[src/rtl/status_pkg.sv]
// Shared constants and decode helper for the rstatus ($r30) unit.
// Combinational only; no latency.
// No flow control; pure definitions.
package status_pkg;

  // Opcodes seen at writeback
  localparam logic [4:0] OP_R    = 5'b00000;
  localparam logic [4:0] OP_ADDI = 5'b00101;
  localparam logic [4:0] OP_SETX = 5'b10101;

  // R-type ALU codes
  localparam logic [4:0] ALU_ADD = 5'b00000;
  localparam logic [4:0] ALU_SUB = 5'b00001;
  localparam logic [4:0] ALU_MUL = 5'b00110;
  localparam logic [4:0] ALU_DIV = 5'b00111;

  // Overflow cause codes written into rstatus (zero-extended)
  typedef enum logic [2:0] {
    CAUSE_NONE = 3'd0,
    CAUSE_ADD  = 3'd1,
    CAUSE_ADDI = 3'd2,
    CAUSE_SUB  = 3'd3,
    CAUSE_MUL  = 3'd4,
    CAUSE_DIV  = 3'd5
  } cause_e;

  // Map an instruction plus its overflow flag to a cause; CAUSE_NONE when
  // the instruction cannot overflow or did not.
  function automatic cause_e decode_cause(input logic [4:0] opcode,
                                          input logic [4:0] alu_code,
                                          input logic       overflow);
    cause_e c;
    c = CAUSE_NONE;
    if (overflow) begin
      if (opcode == OP_ADDI) begin
        c = CAUSE_ADDI;
      end else if (opcode == OP_R) begin
        case (alu_code)
          ALU_ADD: c = CAUSE_ADD;
          ALU_SUB: c = CAUSE_SUB;
          ALU_MUL: c = CAUSE_MUL;
          ALU_DIV: c = CAUSE_DIV;
          default: c = CAUSE_NONE;
        endcase
      end
    end
    return c;
  endfunction

endpackage

[src/rtl/status_hist_fifo.sv]
// Cause-history FIFO: DEPTH x DATA_W, drops oldest entry when pushed while full.
// Latency: push visible on head/count one edge later; head is combinational from storage.
// Backpressure: none; push always accepted (overwrite), pop on empty ignored.
// Ports: clock/reset (sync, active-high); clear resets only the overrun flag;
//   push/push_dat write, pop consumes head; valid/head/count/overrun status.
module status_hist_fifo #(
  parameter int DATA_W = 27,
  parameter int DEPTH  = 4
) (
  input  logic                       clock,
  input  logic                       reset,
  input  logic                       clear,
  input  logic                       push,
  input  logic [DATA_W-1:0]          push_dat,
  input  logic                       pop,
  output logic                       valid,
  output logic [DATA_W-1:0]          head,
  output logic [$clog2(DEPTH):0]     count,
  output logic                       overrun
);
  localparam int PTR_W = $clog2(DEPTH);

  logic [DATA_W-1:0] mem_q [DEPTH];
  logic [PTR_W-1:0]  wr_q, wr_d, rd_q, rd_d;
  logic [PTR_W:0]    cnt_q, cnt_d;
  logic              ovr_q, ovr_d;
  logic              full, pop_eff, drop;

  assign full    = (cnt_q == (PTR_W+1)'(DEPTH));
  assign valid   = (cnt_q != '0);
  assign pop_eff = pop && valid;
  // A push into a full FIFO with no pop evicts the head to make room.
  assign drop    = push && full && !pop_eff;

  always_comb begin
    wr_d  = wr_q;
    rd_d  = rd_q;
    cnt_d = cnt_q;
    ovr_d = ovr_q;
    if (push) wr_d = wr_q + PTR_W'(1);
    if (pop_eff || drop) rd_d = rd_q + PTR_W'(1);
    if (push && !pop_eff && !full) cnt_d = cnt_q + (PTR_W+1)'(1);
    else if (pop_eff && !push)     cnt_d = cnt_q - (PTR_W+1)'(1);
    if (clear)     ovr_d = 1'b0;
    else if (drop) ovr_d = 1'b1;
  end

  always_ff @(posedge clock) begin
    if (reset) begin
      wr_q  <= '0;
      rd_q  <= '0;
      cnt_q <= '0;
      ovr_q <= 1'b0;
    end else begin
      wr_q  <= wr_d;
      rd_q  <= rd_d;
      cnt_q <= cnt_d;
      ovr_q <= ovr_d;
    end
  end

  // Storage needs no reset: head is masked whenever the FIFO is empty.
  always_ff @(posedge clock) begin
    if (push && !reset) mem_q[wr_q] <= push_dat;
  end

  assign head    = valid ? mem_q[rd_q] : '0;
  assign count   = cnt_q;
  assign overrun = ovr_q;

endmodule

[src/rtl/status_unit.sv]
// rstatus ($r30) unit: decodes overflow causes / setx at writeback into a status word,
// with saturating overflow count, cause-history FIFO and status_next forwarding for bex.
// Latency: status_out/status_we one edge after the en cycle; status_next combinational.
// Backpressure: none; history FIFO overwrites oldest on full and flags hist_overrun.
// Ports: clock/reset, writeback instr (en/opcode/alu_code/target/overflow), clear,
//   hist_pop; outputs status_out/next/we, hist_* FIFO view, ovf_count.
module status_unit
  import status_pkg::*;
#(
  parameter int DATA_W = 27,
  parameter int DEPTH  = 4,
  parameter int CNT_W  = 8
) (
  input  logic                   clock,
  input  logic                   reset,
  input  logic                   en,
  input  logic [4:0]             opcode,
  input  logic [4:0]             alu_code,
  input  logic [DATA_W-1:0]      target,
  input  logic                   overflow,
  input  logic                   clear,
  input  logic                   hist_pop,
  output logic [DATA_W-1:0]      status_out,
  output logic [DATA_W-1:0]      status_next,
  output logic                   status_we,
  output logic                   hist_valid,
  output logic [DATA_W-1:0]      hist_cause,
  output logic [$clog2(DEPTH):0] hist_count,
  output logic                   hist_overrun,
  output logic [CNT_W-1:0]       ovf_count
);
  logic [DATA_W-1:0] status_q, status_d;
  logic              we_q, we_d;
  logic [CNT_W-1:0]  cnt_q, cnt_d;
  cause_e            cause;
  logic              is_setx, cause_evt, push;

  assign cause     = en ? decode_cause(opcode, alu_code, overflow) : CAUSE_NONE;
  assign is_setx   = en && (opcode == OP_SETX);
  assign cause_evt = (cause != CAUSE_NONE);
  // clear discards the same-cycle instruction, including its history push.
  assign push      = cause_evt && !clear;

  // Priority: clear > setx > cause > hold (reset handled in the register).
  always_comb begin
    status_d = status_q;
    we_d     = 1'b0;
    cnt_d    = cnt_q;
    if (clear) begin
      status_d = '0;
      we_d     = 1'b1;
      cnt_d    = '0;
    end else if (is_setx) begin
      status_d = target;
      we_d     = 1'b1;
    end else if (cause_evt) begin
      status_d = DATA_W'(cause);
      we_d     = 1'b1;
      if (cnt_q != '1) cnt_d = cnt_q + CNT_W'(1);
    end
  end

  always_ff @(posedge clock) begin
    if (reset) begin
      status_q <= '0;
      we_q     <= 1'b0;
      cnt_q    <= '0;
    end else begin
      status_q <= status_d;
      we_q     <= we_d;
      cnt_q    <= cnt_d;
    end
  end

  // Forwarded value must match what the register will hold, so reset forces 0.
  assign status_next = reset ? '0 : status_d;
  assign status_out  = status_q;
  assign status_we   = we_q;
  assign ovf_count   = cnt_q;

  status_hist_fifo #(
    .DATA_W (DATA_W),
    .DEPTH  (DEPTH)
  ) u_hist (
    .clock    (clock),
    .reset    (reset),
    .clear    (clear),
    .push     (push),
    .push_dat (DATA_W'(cause)),
    .pop      (hist_pop),
    .valid    (hist_valid),
    .head     (hist_cause),
    .count    (hist_count),
    .overrun  (hist_overrun)
  );

endmodule

[config.mk]
export PLATFORM = sky130hd
export DESIGN_NAME = status_unit
export DESIGN_NICKNAME = d
export VERILOG_FILES = /design/src/rtl/status_pkg.sv /design/src/rtl/status_hist_fifo.sv /design/src/rtl/status_unit.sv
export SDC_FILE = /design/constraint.sdc
export NUM_CORES = 1
export LEC_CHECK = 0
export BUFFER_PORTS_ARGS = -buffer_cell sky130_fd_sc_hd__buf_4
export CAP_MARGIN = 15
export CORE_ASPECT_RATIO = 0.5
export CORE_MARGIN = 3
export CORE_UTILIZATION = 49
export DETAILED_ROUTE_END_ITERATION = 10
export PLACE_DENSITY = 0.91
export SLEW_MARGIN = 20
export SYNTH_ARGS = -nofsm -noshare
export SYNTH_HDL_FRONTEND = slang
export SYNTH_SLANG_ARGS = --single-unit
[constraint.sdc]
create_clock -name clock -period 6.7 [get_ports clock]
set_input_delay 1.005 -clock clock [delete_from_list [all_inputs] [get_ports clock]]
set_output_delay 1.005 -clock clock [all_outputs]
set_load 0.01 [all_outputs]
==> results of run 1 <==
[metrics by stage]
step,util (%),hold slack (ns)
after floorplan,-,0.485
after global placement,68.4,0.459
after detailed placement,68.4,0.484
after CTS,73.9,0.494
after global routing,73.9,0.522
final,73.9,0.493
[worst reg2reg max path: stages, from the launching register on]
cell and delay (ns):
dfxtp_1 0.39, or2_2 0.36, o211ai_1 0.21, fa_1 0.27
or4b_2 0.61, a21oi_1 0.19, o21ai_0 0.12, a21oi_1 0.16
[flip-flops by register name (all words and copies together), names as in the netlist, named ones only]
signal	cells
status_out	27
u_hist.rd_q	2
u_hist.count	3
status_we	1
u_hist.overrun	1
u_hist.wr_q	2
ovf_count	8
u_hist.mem_q	12
[cells in the final DEF, fill, tap and decap left out, types with 2 or more instances in the layout]
cell and n:
clkinvlp_4 2, a211oi_1 4, and3_1 7, ha_1 5
nor4_1 2, or2_2 4, buf_4 113, mux2i_1 2
and2_1 4, o211ai_1 3, xnor2_1 6, nand3_1 31
mux4_2 3, xor2_1 3, a31oi_1 2, edfxtp_1 12
clkbuf_16 9, clkinv_1 2, conb_1 24, nor3_1 5
a21oi_1 37, inv_1 5, nand3b_1 2, o21ai_0 6
dfxtp_1 46, nor2_1 19, nand4_1 3, nand2_1 34
[report_power, final]
group          switching (mW)  internal (mW)
registers            0.000906          0.357
logic                  0.0281         0.0227
clock network           0.154          0.284
[path summary, 6_finish.rpt]
| kind | slack [ns] | end | from |
|---|---|---|---|
| min reg2reg | 0.49 | status_out[9]$_DFF_P_ | status_out[9]$_DFF_P_ |
| max | 2.72 | status_next[3] | opcode[1] |
| min | 0.49 | status_out[9]$_DFF_P_ | status_out[9]$_DFF_P_ |
| max reg2reg | 4.32 | u_hist.count[2]$_SDFFE_PP0P_ | u_hist.count[1]$_SDFFE_PP0P_ |
[layout make-up]
class	count	area, sq um	share of cell area [%]
clock buffers	10	229	5.93
clock inverters	6	57.6	1.49
inverters	5	18.8	0.486
multi-input cells	222	1340	34.7
flip-flops and latches	58	1280	33.2
well taps	70	87.6	2.27
repair buffers	113	848	22.0
[cells in the mapped netlist, types with 4 or more instances]
| cell type | number |
|---|---|
| or2_2 | 4 |
| and2_1 | 4 |
| nor2_1 | 19 |
| clkbuf_1 | 11 |
| buf_4 | 24 |
| nand2_1 | 34 |
| a211oi_1 | 4 |
| and3_1 | 7 |
| nand3_1 | 31 |
| dfxtp_1 | 46 |
| nor3_1 | 5 |
| inv_1 | 5 |
| a21oi_1 | 37 |
| xnor2_1 | 6 |
| o21ai_0 | 6 |
| ha_1 | 5 |
| edfxtp_1 | 12 |
[cells by family (layout without fill, tap and decap cells)]
group,Yosys count,count (layout)
other,1,24
xor gates and xnor gates,9,9
muxes,5,5
DFF,58,58
adders and majority gates,6,6
AOI/OAI and AO/OA,60,60
and+or+nand+nor,118,118
buffers and inverters,45,134
[routing by layer]
layer | GRT usage [%] | wire [um] | up-vias
met3 | 6.93 | 517 | 25
met2 | 44.9 | 4300 | 118
met5 | 0 | 0 | -
met4 | 11.6 | 224 | 0
li1 | - | - | 1231
met1 | 24.3 | 2840 | 1216
==> impl_results.md, run 1 <==
- Largest area contributor in the netlist: dfxtp_1
- Status: finished, final reports clean
- HP Class: register to register
- Vias in the first global route: roughly 2700
- Top-area cell type share of the netlist area: 32.9%
- Largest stage delay, worst path: 0.72 ns
- Layout cell share with drive strength beyond 1: 34.5%
- Die Area: around 0.0067 sq mm
- Clock root cell: clkbuf_16
- Area growth from synthesis to layout: 37.8%
- Initial Utilization: 53.6%
- All-layer global routing usage: 23.6%
- Compound-cell area share of the yosys netlist: 13.7%
- Mapped cell area: 0.00280 sq mm
- Worst path top cell family by delay: simple AND/OR/NAND/NOR gates
- WP depth: 7
- Main combinational cell family by area after synthesis: simple AND/OR/NAND/NOR gates
- Sequential-to-total area share from yosys stat: about 46%
- # clock sinks: 58
- Max Freq: 251 MHz
- Clock transition at path regs: 0.05 ns
- Core Area: 0.00523 sq mm
- Unique masters post-synth: 45
- Total congestion overflow: 0
- Post-synthesis async set-or-reset flop share: 0%
- Worst clock skew: 0.00301 ns
- Final WL: 7890 um
- Filler Cell Count: 367
- Die height: 59.5 um
- TritonCTS clock tree: done
- Die X: 113 um
- Ys flop type: dfxtp_1
- Worst path required time: 5.69 ns
- Detail Route Antenna Nets: 0
- CTS Hold Bufs: 0
- MaxCap Viol Count: 0
- Fin worst setup slack: 2.72 ns
- Vias/cell: 5.35
- DP HPWL: 5600 um
- Ports: 138
- Hold Path Cell Cnt: 2
- Post-placement cell area: 0.00357 sq mm
- Worst Max-Slew Pin Slew: 1.02 ns
- Finished Layout Cells: 484
- Drt first-iter violations: 102
- Post-Syn Area per Cell: 9.28 sq um
- Yosys Warn Count: 0
- Port Buffers: 113
- Simple logic cell fraction of the synthesized area: 21.9%
- CP bufs+invs: 2
- R2r worst-path depth: 7
- Post-synth EDFFs: 12
- Synthesized netlist cell count: 302
- PD cells: 219 mW/mm^2
- Max_slew headroom: 31.7%
- Num CTS Buffers: 9
- CP max-delay cell: nand3_1
- WL/cell: 16.3 um
- # rows: 18
- Drt first pass iters: 5
- # diodes: 0
- CP max FO: 29
- Peak VDD IR: between 0.0002 and 0.00025 V
- Nets: 458
- Crit path kind: input pin to output pin
- Worst EP arrival: 2.98 ns
- Post-CTS Setup Bufs: 0
- Design area: between 0.003 and 0.004 sq mm
- CTS H-tree lvls: 3
- Final Wtd Congestion: 0.740
- Sum Neg Setup Slack: 0 ns
- Clock latency at the later pin of the worst-skew pair: 0.32 ns
- Initial antenna violation count: 0
- Pin count of the biggest net entering global routing: 34
- Mux contribution to synthesized area: 3.13%
- Pre-CTS WS: roughly 2.8 ns
- Final hold vios: 0
- Post-synthesis register bit count: 58
- Max Buffers Root-to-Sink: 2
- RSZ-0062 raised after global routing: false
- Drc violations: 0
- DP Cell Count: 468
- Post-synthesis xor/xnor area fraction: 2.81%
- Finish-stage setup viols: 0
- Part of the cycle the worst path needs: around three fifths
- Area share of fa/ha/maj cells after synthesis: 2.95%
- Minimum clock period after layout: 3.98 ns
- Crit start category: input pin
- Post-CTS sizing: 0
- Slew Viols, Final: 0
- Vias: around 2600
- Synth top area cells: dfxtp_1, edfxtp_1, a21oi_1
- Crit path cell chain: buf_4 -> nor2_1 -> and3_1 -> nand3_1 -> nand3_1 -> a21oi_1 -> buf_4
- First-pass GRT wire length: 12400 um
- Static leakage: 1.58 nW
- Total Power: 0.846 mW
- Crit end category: output pin
(Power assumes the default switching activity.)
==> inputs of run 2 (changes only) <==
--- a/config.mk
+++ b/config.mk
@@ -9,9 +9,9 @@
 export CAP_MARGIN = 15
 export CORE_ASPECT_RATIO = 0.5
 export CORE_MARGIN = 3
-export CORE_UTILIZATION = 49
+export CORE_UTILIZATION = 46
 export DETAILED_ROUTE_END_ITERATION = 10
-export PLACE_DENSITY = 0.91
+export PLACE_DENSITY = 0.86
 export SLEW_MARGIN = 20
 export SYNTH_ARGS = -nofsm -noshare
 export SYNTH_HDL_FRONTEND = slang
==> constraint.sdc (replaced) <==
create_clock -name clock -period 3.9 [get_ports clock]
set_input_delay 0.585 -clock clock [delete_from_list [all_inputs] [get_ports clock]]
set_output_delay 0.585 -clock clock [all_outputs]
set_load 0.01 [all_outputs]
==> run 2 against run 1 <==
Sequential share of layout area shrank 0.32 points. Final cell count grew 1.2%. Critical path depth did not move. Non-clock buffer count grew 3. Routed wire length fell by 10%. Combinational power increased by 71%. First-iteration DRC count is 39% lower. Power grew 73%. Clock-buffer cell count grew 1. Largest cell class unchanged.
==> impl_results.md, run 2 (synthesized netlist as in run 1, its figures left out) <==
- Max Freq: 356 MHz
- Crit start category: input pin
- R2R Setup Slk: 1.58 ns
- Num CTS Buffers: 9
- Status: finished, final reports clean
- Clock root cell: clkbuf_16
- Area growth from synthesis to layout: 39.1%
- Crit path cell chain: buf_4 -> nor4_4 -> nand3_4 -> a21o_2 -> a21oi_1 -> a21oi_1 -> buf_4
- Final WL: between 7000 and 8000 um
- Post-CTS sizing: 0
- Final hold vios: 0
- Most frequent cells in the layout: buf_4, dfxtp_1, a21oi_1
- Part of the cycle the worst path needs: 72.1%
- Static leakage: approximately 1.6 nW
- Largest stage delay, worst path: 0.46 ns
- Max reg flops: 27
- Pre-CTS WS: 0.841 ns
- Ports: 138
- Core Area: between 0.005 and 0.006 sq mm
- Worst Max-Slew Pin Slew: between 0.7 and 0.8 ns
- # clock sinks: 58
- Minimum clock period after layout: 2.81 ns
- Peak VDD IR: between 0.0002 and 0.0003 V
- Total congestion overflow: 0
- CP max FO: 30
- CTS H-tree lvls: 3
- Worst path required time: around 3.3 ns
- Vias in the first global route: 2317
- Crit end category: output pin
- Pin count of the biggest net entering global routing: 34
- # diodes: 0
- Worst EP arrival: approximately 2.2 ns
- Sum Neg Setup Slack: 0 ns
- Finished Layout Cells: 490
- Slew Viols, Final: 0
- Total Power: roughly 1.5 mW
- Final Wtd Congestion: roughly 0.78
- First-pass GRT wire length: 10800 um
- DP HPWL: 5200 um
- CTS Hold Bufs: 0
- Max_slew headroom: ~53%
- HP Class: register to register
- Vias/cell: 5.07
- Initial Utilization: 49.3%
- Die Area: ~0.007 sq mm
- Finish-stage setup viols: 0
- Design area: roughly 0.004 sq mm
- Worst path top cell family by delay: compound AO/OA/AOI/OAI gates
- Worst clock skew: 0.00610 ns
- CP bufs+invs: 2
- All-layer global routing usage: between 20 and 25%
- Clock latency at the later pin of the worst-skew pair: about 0.32 ns
- Post-placement cell area: 0.00360 sq mm
- Nets: 461
- MaxCap Viol Count: 0
- Crit path kind: input pin to output pin
- WHS: 0.487 ns
- Drc violations: 0
- Max Buffers Root-to-Sink: 2
- Drt first-iter violations: 62
- Vias: 2482
- # rows: 19
- RSZ-0062 raised after global routing: false
- Port Buffers: between 100 and 150
- Clock transition at path regs: ~0.05 ns
- Layout cell share with drive strength beyond 1: a little over a third
- Commonest non-fill, non-tap cell in the layout: buf_4
- WL/cell: about 14 um
- CP max-delay cell: a21o_2
- Die X: 116 um
- Detail Route Antenna Nets: 0
- Die height: 61.2 um
- PD cells: 376 mW/mm^2
- Post-CTS Setup Bufs: 0
- DP Cell Count: 474
- TritonCTS clock tree: done
- Fin worst setup slack: 1.09 ns
- Finished Core Util: just under 70%
- Initial antenna violation count: 0
- Drt first pass iters: 4
run 2: where the power goes:
part | switching, mW | leakage [nW] | internal [mW] | total (mW)
Clock | 0.256 | 0.142 | 0.508 | 0.764
Sequential | 0.00138 | 0.469 | 0.613 | 0.614
Combinational | 0.0479 | 0.990 | 0.0392 | 0.0870
run 2: worst paths after layout:
| path | cells past startpoint | from | to |
|---|---|---|---|
| setup / recovery | 7 | alu_code[3] | status_next[2] |
| hold / removal | 2 | u_hist.overrun$_SDFFE_PP0P_ | u_hist.overrun$_SDFFE_PP0P_ |
| setup reg to reg | 7 | u_hist.count[1]$_SDFFE_PP0P_ | u_hist.count[2]$_SDFFE_PP0P_ |
| hold reg to reg | 2 | u_hist.overrun$_SDFFE_PP0P_ | u_hist.overrun$_SDFFE_PP0P_ |
run 2: layout make-up:
type	instances	area, sq um
Fill cell	437	1780
Multi-Input combinational cell	222	1340
Sequential cell	58	1280
Timing Repair Buffer	116	871
Clock buffer	11	243
Tap cell	73	91.3
Clock inverter	5	55.1
Inverter	5	18.8
run 2: worst reg2reg max path: stages (launching register included):
cell      delay, ns
dfxtp_1        0.39
or2_2          0.36
o211ai_1       0.20
fa_1           0.26
or4b_2         0.59
a21oi_1        0.19
o21ai_0        0.12
a21oi_1        0.14
run 2: routing by layer:
layer,routed length (um),global-route usage (%),vias to the layer above
li1,-,-,1234
met1,2520,20.6,1129
met2,3720,37.5,105
met3,721,8.54,14
met4,133,8.43,0
met5,0,0,-
==> inputs of run 3 (changes only) <==
==> constraint.sdc (replaced) <==
create_clock -name clock -period 2.9 [get_ports clock]
set_input_delay 0.435 -clock clock [delete_from_list [all_inputs] [get_ports clock]]
set_output_delay 0.435 -clock clock [all_outputs]
set_load 0.01 [all_outputs]
==> run 3 against run 2 <==
Global-route usage is 0.12 points higher. Via count is 1.0% higher. Clock-buffer cell count is 1 higher. Largest cell class unchanged.
==> impl_results.md, run 3 (synthesized netlist as in run 1, its figures left out) <==
- Part of the cycle the worst path needs: 84.8%
- Max_slew headroom: 55.5%
- CP max-delay cell: a21o_2
- Finish-stage setup viols: 0
- R2r worst-path depth: 7
- Sum Neg Setup Slack: 0 ns
- Vias in the first global route: between 2000 and 2500
- Design area: 0.00399 sq mm
- Drt first pass iters: 4
- Post-CTS sizing: 0
- PD cells: between 500 and 600 mW/mm^2
- Port Buffers: 113
- Worst clock skew: 0.00296 ns
- Crit path cell chain: buf_4 -> nor4_4 -> nand3_4 -> a21o_2 -> a21oi_1 -> a21oi_1 -> buf_4
- Die X: 116 um
- Worst path top cell family by delay: compound AO/OA/AOI/OAI gates
- Final Wtd Congestion: 0.797
- Final WL: 6990 um
- Nets: 465
- Minimum clock period after layout: around 2.5 ns
- Finished Core Util: a little over two thirds
- Worst Max-Slew Pin Slew: 0.668 ns
- Initial antenna violation count: 0
- Die Area: 0.00712 sq mm
- WP depth: 7
- MaxCap Viol Count: 0
- Area growth from synthesis to layout: 42.2%
- DP Cell Count: 478
- Filler Cell Count: around 440
- Final hold vios: 0
- Drc violations: 0
- Vias: around 2500
- Crit path kind: input pin to output pin
- WHS: 0.373 ns
- Clock latency at the later pin of the worst-skew pair: 0.32 ns
- CTS Hold Bufs: 0
- RSZ-0062 raised after global routing: false
- First-pass GRT wire length: 11100 um
- Finished Layout Cells: 494
- WL/cell: about 14 um
- Peak VDD IR: 0.000554 V
- Worst EP arrival: 2.02 ns
- Core Area: 0.00568 sq mm
- All-layer global routing usage: around a fifth
- Max reg flops: 27
- Status: finished, final reports clean
- Post-CTS Setup Bufs: 0
- Hold Path Cell Cnt: 2
- CP bufs+invs: 2
- Crit start category: input pin
- Worst path required time: about 2.5 ns
- TritonCTS clock tree: done
- Num CTS Buffers: 9
- Largest stage delay, worst path: 0.44 ns
- Post-placement cell area: ~0.0036 sq mm
- Most frequent cells in the layout: buf_4, dfxtp_1, a21oi_1
- Static leakage: approximately 1.6 nW
- # diodes: 0
- Clock root cell: clkbuf_16
- HP Class: input pin to register
- # rows: 19
- Slew Viols, Final: 0
- Layout cell share with drive strength beyond 1: 36.1%
- Vias/cell: a little over 5
- Initial Utilization: between 40% and 50%
- Commonest non-fill, non-tap cell in the layout: buf_4
- Clock transition at path regs: 0.05 ns
- CTS H-tree lvls: 3
- Die height: 61.2 um
- Drt first-iter violations: 97
- # clock sinks: 58
- Pin count of the biggest net entering global routing: 34
- Detail Route Antenna Nets: 0
- Max Freq: 407 MHz
- DP HPWL: about 5000 um
- Ports: 138
- Max Buffers Root-to-Sink: 2
- CP max FO: 30
- Total congestion overflow: 0
- Crit end category: output pin
==> run 3: cell type report <==
cell class	count	area, sq um	area share (%)
flip-flops and latches	58	1280	32.2
well taps	73	91.3	2.29
clock inverters	4	97.6	2.45
repair buffers	120	901	22.6
multi-input cells	222	1340	33.6
clock buffers	12	256	6.44
inverters	5	18.8	0.471
==> run 3: where the power goes <==
part,switching (mW),total [mW],internal [mW]
Combinational,0.0632,0.116,0.0532
Sequential,0.00197,0.826,0.824
Clock,0.349,1.23,0.885
==> run 3: stage by stage <==
step	total power [mW]	worst slack [ns]
global route	2.25	0.267
finish	2.18	0.442
floorplan	0.917	0.257
CTS	2.19	0.441
global placement	0.956	0.250
detailed placement	0.958	0.183
==> run 3: path summary, 6_finish.rpt <==
check,startpoint,end,slack [ns]
worst max-delay path,alu_code[3],status_next[0],0.44
worst min-delay path,reset,u_hist.count[0]$_SDFFE_PP0P_,0.37
worst max register to register,u_hist.count[1]$_SDFFE_PP0P_,u_hist.count[2]$_SDFFE_PP0P_,0.55
worst min register to register,status_out[9]$_DFF_P_,status_out[9]$_DFF_P_,0.49
==> run 3: worst reg2reg max path: stages, from the launching register on <==
cell,delay [ns]
dfxtp_1,0.40
or2_2,0.36
o211ai_1,0.22
fa_1,0.28
or4b_2,0.59
a21oi_1,0.18
o21ai_0,0.11
a21oi_1,0.14
==> run 3: routing by layer <==
layer / vias to the layer above / GRT usage [%] / part of all wire (%)
met3: 8 / 9.72 / 8.9
met1: 1158 / 22.2 / 39
met4: 0 / 6.61 / 0.76
met2: 97 / 35.7 / 51
met5: - / 0 / 0
li1: 1245 / - / -
